`config.mk`:
```
export PLATFORM = sky130hd
export DESIGN_NAME = pb_press_emulator
export DESIGN_NICKNAME = d
export VERILOG_FILES = /design/src/rtl/pb_pkg.sv /design/src/rtl/pb_cmd_fifo.sv /design/src/rtl/pb_press_emulator.sv
export SDC_FILE = /design/constraint.sdc
export NUM_CORES = 1
export LEC_CHECK = 0
export CAP_MARGIN = 30
export CELL_PAD_IN_SITES_DETAIL_PLACEMENT = 0
export CELL_PAD_IN_SITES_GLOBAL_PLACEMENT = 1
export CORE_ASPECT_RATIO = 0.8
export CORE_MARGIN = 2
export CORE_UTILIZATION = 52
export CTS_BUF_LIST = sky130_fd_sc_hd__clkbuf_8
export CTS_CLUSTER_DIAMETER = 30
export DETAILED_ROUTE_END_ITERATION = 16
export HOLD_SLACK_MARGIN = 0.1
export MAX_ROUTING_LAYER = met4
export PLACE_DENSITY = 0.92
export SYNTH_ARGS = -nofsm -noshare
export SYNTH_HDL_FRONTEND = slang
export SYNTH_HIERARCHICAL = 1
export SYNTH_SLANG_ARGS = --single-unit
```
`constraint.sdc`:
```
create_clock -name clk -period 3.7 [get_ports clk]
set_input_delay 0.74 -clock clk [delete_from_list [all_inputs] [get_ports clk]]
set_output_delay 0.74 -clock clk [all_outputs]
set_load 0.005 [all_outputs]
```
`src/rtl/pb_pkg.sv`:
```
// Shared push-button types and timing constants for the emulator and its debouncer.
// The default press and gap widths are chosen to comfortably exceed the debounce window.
package pb_pkg;

    typedef enum logic [1:0] {
        IDLE  = 2'd0,
        PRESS = 2'd1,
        GAP   = 2'd2
    } pb_tx_state_t;

    localparam int DEBOUNCE_CYCLES      = 2**20;
    localparam int DEFAULT_PRESS_CYCLES = 1_100_000;
    localparam int DEFAULT_LONG_CYCLES  = 4_400_000;
    localparam int DEFAULT_GAP_CYCLES   = 1_100_000;
    localparam int DEFAULT_CNT_W        = 23;
    localparam int DEFAULT_FIFO_DEPTH   = 4;

endpackage

```
`src/rtl/pb_cmd_fifo.sv`:
```
// One-bit-wide command queue (bit = long press) for the push-button emulator.
// flush empties the queue and overrides any push or pop in the same cycle.
module pb_cmd_fifo
    import pb_pkg::*;
#(
    parameter int FIFO_DEPTH = DEFAULT_FIFO_DEPTH
) (
    input  logic clk,
    input  logic reset,
    input  logic push,
    input  logic pop,
    input  logic flush,
    input  logic din,
    output logic dout,
    output logic full,
    output logic empty
);

    localparam int AW = $clog2(FIFO_DEPTH);

    logic [FIFO_DEPTH-1:0] mem;
    logic [AW-1:0]         wr_ptr;
    logic [AW-1:0]         rd_ptr;
    logic [AW:0]           count;
    logic                  do_push;
    logic                  do_pop;

    assign full    = (count == (AW+1)'(FIFO_DEPTH));
    assign empty   = (count == '0);
    assign do_push = push & ~full & ~flush;
    assign do_pop  = pop & ~empty & ~flush;
    assign dout    = mem[rd_ptr];

    always_ff @(posedge clk) begin
        if (do_push) begin
            mem[wr_ptr] <= din;
        end
    end

    // Pointers wrap naturally because the depth is a power of two.
    always_ff @(posedge clk) begin
        if (reset || flush) begin
            wr_ptr <= '0;
            rd_ptr <= '0;
            count  <= '0;
        end else begin
            if (do_push) begin
                wr_ptr <= wr_ptr + 1'b1;
            end
            if (do_pop) begin
                rd_ptr <= rd_ptr + 1'b1;
            end
            case ({do_push, do_pop})
                2'b10:   count <= count + 1'b1;
                2'b01:   count <= count - 1'b1;
                default: count <= count;
            endcase
        end
    end

endmodule

```
`src/rtl/pb_press_emulator.sv`:
```
// Turns queued short/long press commands into timed active-low pulses on pb_n,
// with an enforced high gap after every release so each command is seen exactly once.
module pb_press_emulator
    import pb_pkg::*;
#(
    parameter int PRESS_CYCLES = DEFAULT_PRESS_CYCLES,
    parameter int LONG_CYCLES  = DEFAULT_LONG_CYCLES,
    parameter int GAP_CYCLES   = DEFAULT_GAP_CYCLES,
    parameter int CNT_W        = DEFAULT_CNT_W,
    parameter int FIFO_DEPTH   = DEFAULT_FIFO_DEPTH
) (
    input  logic clk,
    input  logic reset,
    input  logic cmd_valid,
    input  logic cmd_long,
    output logic cmd_ready,
    input  logic abort,
    output logic pb_n,
    output logic press_start,
    output logic press_end,
    output logic busy
);

    localparam longint CNT_SPAN = longint'(1) << CNT_W;

    if (PRESS_CYCLES < 1 || longint'(PRESS_CYCLES) > CNT_SPAN ||
        LONG_CYCLES  < 1 || longint'(LONG_CYCLES)  > CNT_SPAN ||
        GAP_CYCLES   < 1 || longint'(GAP_CYCLES)   > CNT_SPAN) begin : g_bad_timing
        $error("pb_press_emulator: timing parameters must be in 1..2**CNT_W");
    end
    if (FIFO_DEPTH < 2 || (FIFO_DEPTH & (FIFO_DEPTH - 1)) != 0) begin : g_bad_depth
        $error("pb_press_emulator: FIFO_DEPTH must be a power of two >= 2");
    end

    localparam logic [CNT_W-1:0] PRESS_LOAD = CNT_W'(PRESS_CYCLES - 1);
    localparam logic [CNT_W-1:0] LONG_LOAD  = CNT_W'(LONG_CYCLES - 1);
    localparam logic [CNT_W-1:0] GAP_LOAD   = CNT_W'(GAP_CYCLES - 1);

    pb_tx_state_t     state;
    pb_tx_state_t     state_next;
    logic [CNT_W-1:0] timer;
    logic [CNT_W-1:0] timer_next;
    logic             pb_n_next;
    logic             press_start_next;
    logic             press_end_next;
    logic             fifo_push;
    logic             fifo_pop;
    logic             fifo_dout;
    logic             fifo_full;
    logic             fifo_empty;

    // A command offered alongside abort is dropped together with the flushed queue.
    assign cmd_ready = ~fifo_full;
    assign fifo_push = cmd_valid & cmd_ready & ~abort;
    assign busy      = (state != IDLE) | ~fifo_empty;

    pb_cmd_fifo #(
        .FIFO_DEPTH(FIFO_DEPTH)
    ) u_fifo (
        .clk  (clk),
        .reset(reset),
        .push (fifo_push),
        .pop  (fifo_pop),
        .flush(abort),
        .din  (cmd_long),
        .dout (fifo_dout),
        .full (fifo_full),
        .empty(fifo_empty)
    );

    always_ff @(posedge clk) begin
        if (reset) begin
            state       <= IDLE;
            timer       <= '0;
            pb_n        <= 1'b1;
            press_start <= 1'b0;
            press_end   <= 1'b0;
        end else begin
            state       <= state_next;
            timer       <= timer_next;
            pb_n        <= pb_n_next;
            press_start <= press_start_next;
            press_end   <= press_end_next;
        end
    end

    // abort outranks the IDLE pop and cuts a press short; in GAP it has no effect on timing.
    always_comb begin
        state_next       = state;
        timer_next       = timer;
        pb_n_next        = pb_n;
        press_start_next = 1'b0;
        press_end_next   = 1'b0;
        fifo_pop         = 1'b0;
        case (state)
            IDLE: begin
                if (!abort && !fifo_empty) begin
                    fifo_pop         = 1'b1;
                    timer_next       = fifo_dout ? LONG_LOAD : PRESS_LOAD;
                    pb_n_next        = 1'b0;
                    press_start_next = 1'b1;
                    state_next       = PRESS;
                end
            end
            PRESS: begin
                if (abort || timer == '0) begin
                    pb_n_next      = 1'b1;
                    press_end_next = 1'b1;
                    timer_next     = GAP_LOAD;
                    state_next     = GAP;
                end else begin
                    timer_next = timer - 1'b1;
                end
            end
            GAP: begin
                if (timer == '0) begin
                    state_next = IDLE;
                end else begin
                    timer_next = timer - 1'b1;
                end
            end
            default: begin
                state_next = IDLE;
                timer_next = '0;
                pb_n_next  = 1'b1;
            end
        endcase
    end

endmodule

```
Yosys cells after proc, flatten, opt, wreduce, memory -nomap -nowiden --
Index checks and enable logic that the tools add are counted.
Storage, ports and cells: output and inout port bits 5, register bits after elaboration 39, word-level logic and storage cells 74
Operators by class: bitwise operators 12, multiplexer cells 21, add/sub/neg operators 5, equality and inequality tests 9, reduce and logical (&&, ||, !) cells 15, $lt $le $gt $ge 3
Operators by type and width (number):
- $mux W23 | 4
- $pmux W23 S3 | 1
- $logic_not A23 Y1 | 1
- $sub A23 B1 Y23 const B | 1
- $ne A2 B2 Y1 const B | 4
- $mux W1 | 7
- $and A1 B1 Y1 | 6
- $lt A2 B3 Y1 const B | 2
- $mux W2 | 3
- $pmux W2 S3 | 1
- $pmux W3 S2 | 1
- $reduce_and A3 Y1 | 2
- $not A1 Y1 | 5
- $add A2 B1 Y2 const B | 2
- $bwmux W4 | 1
- $eq A2 B1 Y1 const B | 2
- $eq A2 B2 Y1 const B | 2
- $reduce_bool A2 Y1 | 2
- $add A3 B1 Y3 const B | 1
- $eq A3 B3 Y1 const B | 1
- $logic_not A3 Y1 | 1
- $pmux W1 S3 | 1
- $sub A3 B1 Y3 const B | 1
- $bmux W1 S2 | 1
- 9 further kinds | 12

Depth between registers and ports, before layout --
depth in word-level cells 9, depth in mapped cells 12

By module --
Netlist, hierarchy kept.
By module, submodules not included:
- pb_press_emulator | cells each 251, sequential area each 560.5 um^2, instances 1, area each 1986.9 um^2
- pb_cmd_fifo | cells each 57, sequential area each 260.2 um^2, instances 1, area each 598.1 um^2

Worst setup path after synthesis --
Ideal clock, no wire load.
kind input to register, from input abort, to register u_fifo.count[2], library setup time 70 ps, data required time 3630 ps, buffers on the path 0, cell stages on the path 10, arrival 2666 ps, slack 964 ps, path through or2_2 > nor3_1 > o31ai_1 > nor2_1 > ha_1 > inv_1 > fa_1 > xor2_1 > or3_1 > a21oi_1
Between the ends: longest elaborated chain between the ends 8
Ends and longest elaborated chain:
- start, declared | RTL line pb_press_emulator.sv:17 | input logic abort,
- $logic_not A1 Y1 * | RTL line pb_press_emulator.sv:97 | if (!abort && !fifo_empty) begin
- $logic_and A1 B1 Y1 * | RTL line pb_press_emulator.sv:97
- $mux W1 * | RTL line pb_press_emulator.sv:97
- $mux W1 *
- via fifo_pop | RTL line pb_press_emulator.sv:47 | logic fifo_pop;
- $and A1 B1 Y1 * (2 in a row) | RTL line pb_cmd_fifo.sv:31 | assign do_pop = pop & ~empty & ~flush;
- via u_fifo.do_pop | RTL line pb_cmd_fifo.sv:26 | logic do_pop;
- $eq A2 B1 Y1 / $eq A2 B2 Y1 (equally long branches) | RTL line pb_cmd_fifo.sv:53 | case ({do_push, do_pop})
- $pmux W3 S2 / $reduce_bool A2 Y1 (equally long branches)
- end signal, assigned | RTL line pb_cmd_fifo.sv:54 | 2'b10: count <= count + 1'b1;
- end signal, assigned | RTL line pb_cmd_fifo.sv:55 | 2'b01: count <= count - 1'b1;
- end signal, assigned | RTL line pb_cmd_fifo.sv:56 | default: count <= count;
- end, declared | RTL line pb_cmd_fifo.sv:24 | logic [AW:0] count;
The timed path passes the listed nets; every way through them passes the cells marked *. A chain may end at the register's enable or synchronous reset.

Worst setup path in the final report --
Ends and elaborated chain as after synthesis.

==> results.toml <==
[status]
outcome = "complete, no violations"

[sta]
finalSetupTns_ps = 0
worstMarginPinSlew_ps = 784.7
slew_headroom_pct = 47.37
period_needed_ps = 3098
hold_viol_final = 0
period_share_pct = 83.74
skew_ps = 9.824
maxSlewViolCount = 0
finalSetupViolations = 0
fmaxAchievable_mhz = 322.7
rsz0062_at_grt = "false"
setup_ws_ps = 601.6

[drt]
drtIter0Drc = 308
wl_per_cell_um = 20.41
route.vias.total = 2596
wirelength_um = 7715
drt_first_pass_iters = 6
post-route-drc-count = 0
ant_nets = 0
viasPerCell = 6.868

[pwr]
p_int_mw = 0.8533
seqPwrFrac_pct = 33.6
p_leak_nw = 1.046
switchingPower_mw = 0.6439
power_density_nw_per_um2 = 524.8
switching_share_pct = 43.01
clkPwrFrac_pct = 24.7
comb_power_share_pct = 41.7
ir_worst_vdd_uv = 246.1

[worst_hold_path]
worstHoldPathType = "register to register"
worstHoldEndpoint = "timer[19]"
min_from = "timer[19]"
holdPathStages = 1

[synthesis]
seq_area_frac_synth_pct = 31.75
ys_types = 69
synthTopCellsByArea = "dfxtp_1 (27%), edfxtp_1 (4.6%), a21oi_1 (3.5%), ha_1 (3.4%), nor3_1 (3.1%)"
synth_edf_count = 4
synthArstFlopShare_pct = 0
synth-seq-cells = 39
synth_top_cell_by_area = "dfxtp_1"
synth_top_area_share_pct = 27.11
syn_inst = 308
yosysWarnings = 6
syn-num-nets = 321
synth_ff_type = "dfxtp_1"
syn_avg_cell_area_sq_um = 8.393
synth_area_sq_um = 2585

[layout]
antenna_cells = 0
final-seq-area_sq_um = 820.8
final_nets = 330
fillers = 432
areaGrowthSynthToFinish_pct = 10.36
drive_gt1_share_pct = 12.58
multi_input_area_sq_um = 1633

[clock_network]
cts_tree = "yes"
htree_levels = 2
cts_buffer_depth = 2
cts.sinks = 39
hold_buffers = 0
cts_setup_buffers = 0
cts-resized-gates = 0
clk_latency_ps = 310
cts_root_buf = "clkbuf_8"
cts-buffers-inserted = 5
clk_pin_slew_ps = 80

[setup_path]
criticalPathCategory = "primary input to register"
cp-start-kind = "primary input"
path_delay_family = "simple AND/OR/NAND/NOR gates"
r2r-start = "u_fifo/count[0]"
rr_worst_depth = 11
crit_arrival_ps = 3340
endpoint_kind = "register"
critPathMaxFanout = 5
r2r_end = "u_fifo/count[2]"
path_cells = "clkdlybuf4s50_1 > or2_2 > nor3_1 > o31ai_1 > nor2_1 > ha_1 > inv_1 > fa_1 > xor2_1 > or3_1 > a21oi_1"
critPathMaxStageDelay_ps = 420
rrSetupSlack_ps = 930
crit_required_ps = 3940
crit_path_top_delay_cell = "clkdlybuf4s50_1"
cp.buffers_inverters = 2

[floorplanning]
num_rows = 22
pin_count = 10
core_area_sq_um = 4679
fp.dieW_um = 82.83
die-area_sq_um = 5555
start_util_pct = 55.24
dieHeight_um = 67.06

[place]
dp_slack_ps = 309.4
routabilityCongestion = 0.9781
port_buffers = 9
hpwl_um = 5689

[grt]
grt_use_total_pct = 29.97
overflow = 0
grt_pass1_vias = 2391
grt_max_degree = 18
antenna_found_initial = 0
grt_pass1_wl_um = 12690

[job]
drv_cap = 0
[per-layer routing]
metal  vias up  wire, um  global-route usage (%)  part of all wire (%)
met4         0       154                   11.68                   2.0
met2       135      3190                   42.14                    41
met3        17       654                   5.452                   8.5
li1       1209         -                       -                     -
met1      1235      3716                   42.50                    48
met5         -         0                       -                     0
[synthesized netlist by cell type (2+ instances only)]
library cell and count:
nand4_1 4, inv_1 16, o31a_1 5, a21oi_1 18, ha_1 7, nand2b_1 2
and3_1 3, o311ai_1 3, or2_1 2, buf_2 2, a21oi_2 3, o2111ai_1 2
a311oi_1 2, nor4_1 6, or2_2 2, nand2_1 17, a32o_1 2, nor3_1 16
o31ai_1 9, nand3_1 8, xor2_1 5, o22ai_1 3, edfxtp_1 4, nor2b_1 2
nor3_2 4, o21ai_1 7, and4_1 2, a31oi_1 11, nor2_1 21, or3_4 2
nor3b_1 6, clkbuf_1 10, dfxtp_1 35, or4_1 2, o21ai_0 16, a211oi_1 2
and2_1 4, or3_1 5, o221ai_1 3, o211ai_1 6
[logic make-up (layout without fill, tap and decap cells)]
group           count (synthesis)  after routing  share of synthesized area, %
buf+inv                        31             41                         5.082
fa+ha+maj                       8              8                         4.163
flops                          39             39                         31.75
simple gates                  114            114                         25.56
compound gates                110            110                         30.88
mux                             1              1                        0.8712
xor+xnor                        5              5                         1.694
[power groups by stage]
stage	logic (mW)	registers [mW]	clock network (mW)
floorplan	0.462	0.498	0
global placement	0.596	0.510	0
detailed placement	0.603	0.511	0
CTS	0.607	0.502	0.372
global route	0.680	0.510	0.390
finish	0.624	0.503	0.370
[worst max path at each step]
stage,startpoint,to,cells past startpoint
after detailed placement,abort,u_fifo/count[2],11
after CTS,abort,u_fifo/count[2],11
final,abort,u_fifo/count[2],11
after global placement,abort,u_fifo/count[2],11
after floorplan,abort,u_fifo/count[2],10
after global routing,abort,u_fifo/count[2],12
[metrics by stage]
stage                     cells  hold slack [ps]  utilization, %  instance area, sq um  power, mW
after floorplan             308            446.9               -                  2585     0.9606
after global placement      370            481.9           58.56                  2740      1.106
after detailed placement    370            490.3           58.56                  2740      1.114
after CTS                   378            506.1           60.96                  2853      1.481
after global routing        378            523.0           60.96                  2853      1.580
final                       378            502.6           60.96                  2853      1.497
[cell type report]
| type | instances | area share, % |
|---|---|---|
| multi-input cells | 238 | 57.24 |
| flip-flops and latches | 39 | 28.77 |
| repair buffers | 16 | 5.000 |
| well taps | 60 | 2.632 |
| clock buffers | 5 | 2.412 |
| inverters | 17 | 2.412 |
| clock inverters | 3 | 1.535 |
[flip-flops by register name, summed over array words and instances (netlist names)]
register       count
press_start        1
press_end          1
pb_n               1
u_fifo/count       3
u_fifo/mem         4
u_fifo/rd_ptr      2
state              2
timer             23
u_fifo/wr_ptr      2
[cells in the final DEF (no fill, tap or decap), types with 6 or more instances in the layout]
cell and instances:
nand2_1 17, nor2_1 21, nand3_1 8, o21ai_1 7, clkdlybuf4s50_1 9, nor4_1 6, inv_1 16, nor3b_1 6
a21oi_1 18, dfxtp_1 35, o31ai_1 9, o21ai_0 16, a31oi_1 11, ha_1 7, nor3_1 16, buf_4 7
o211ai_1 6
Note: power is estimated with default switching activity, not from simulation.
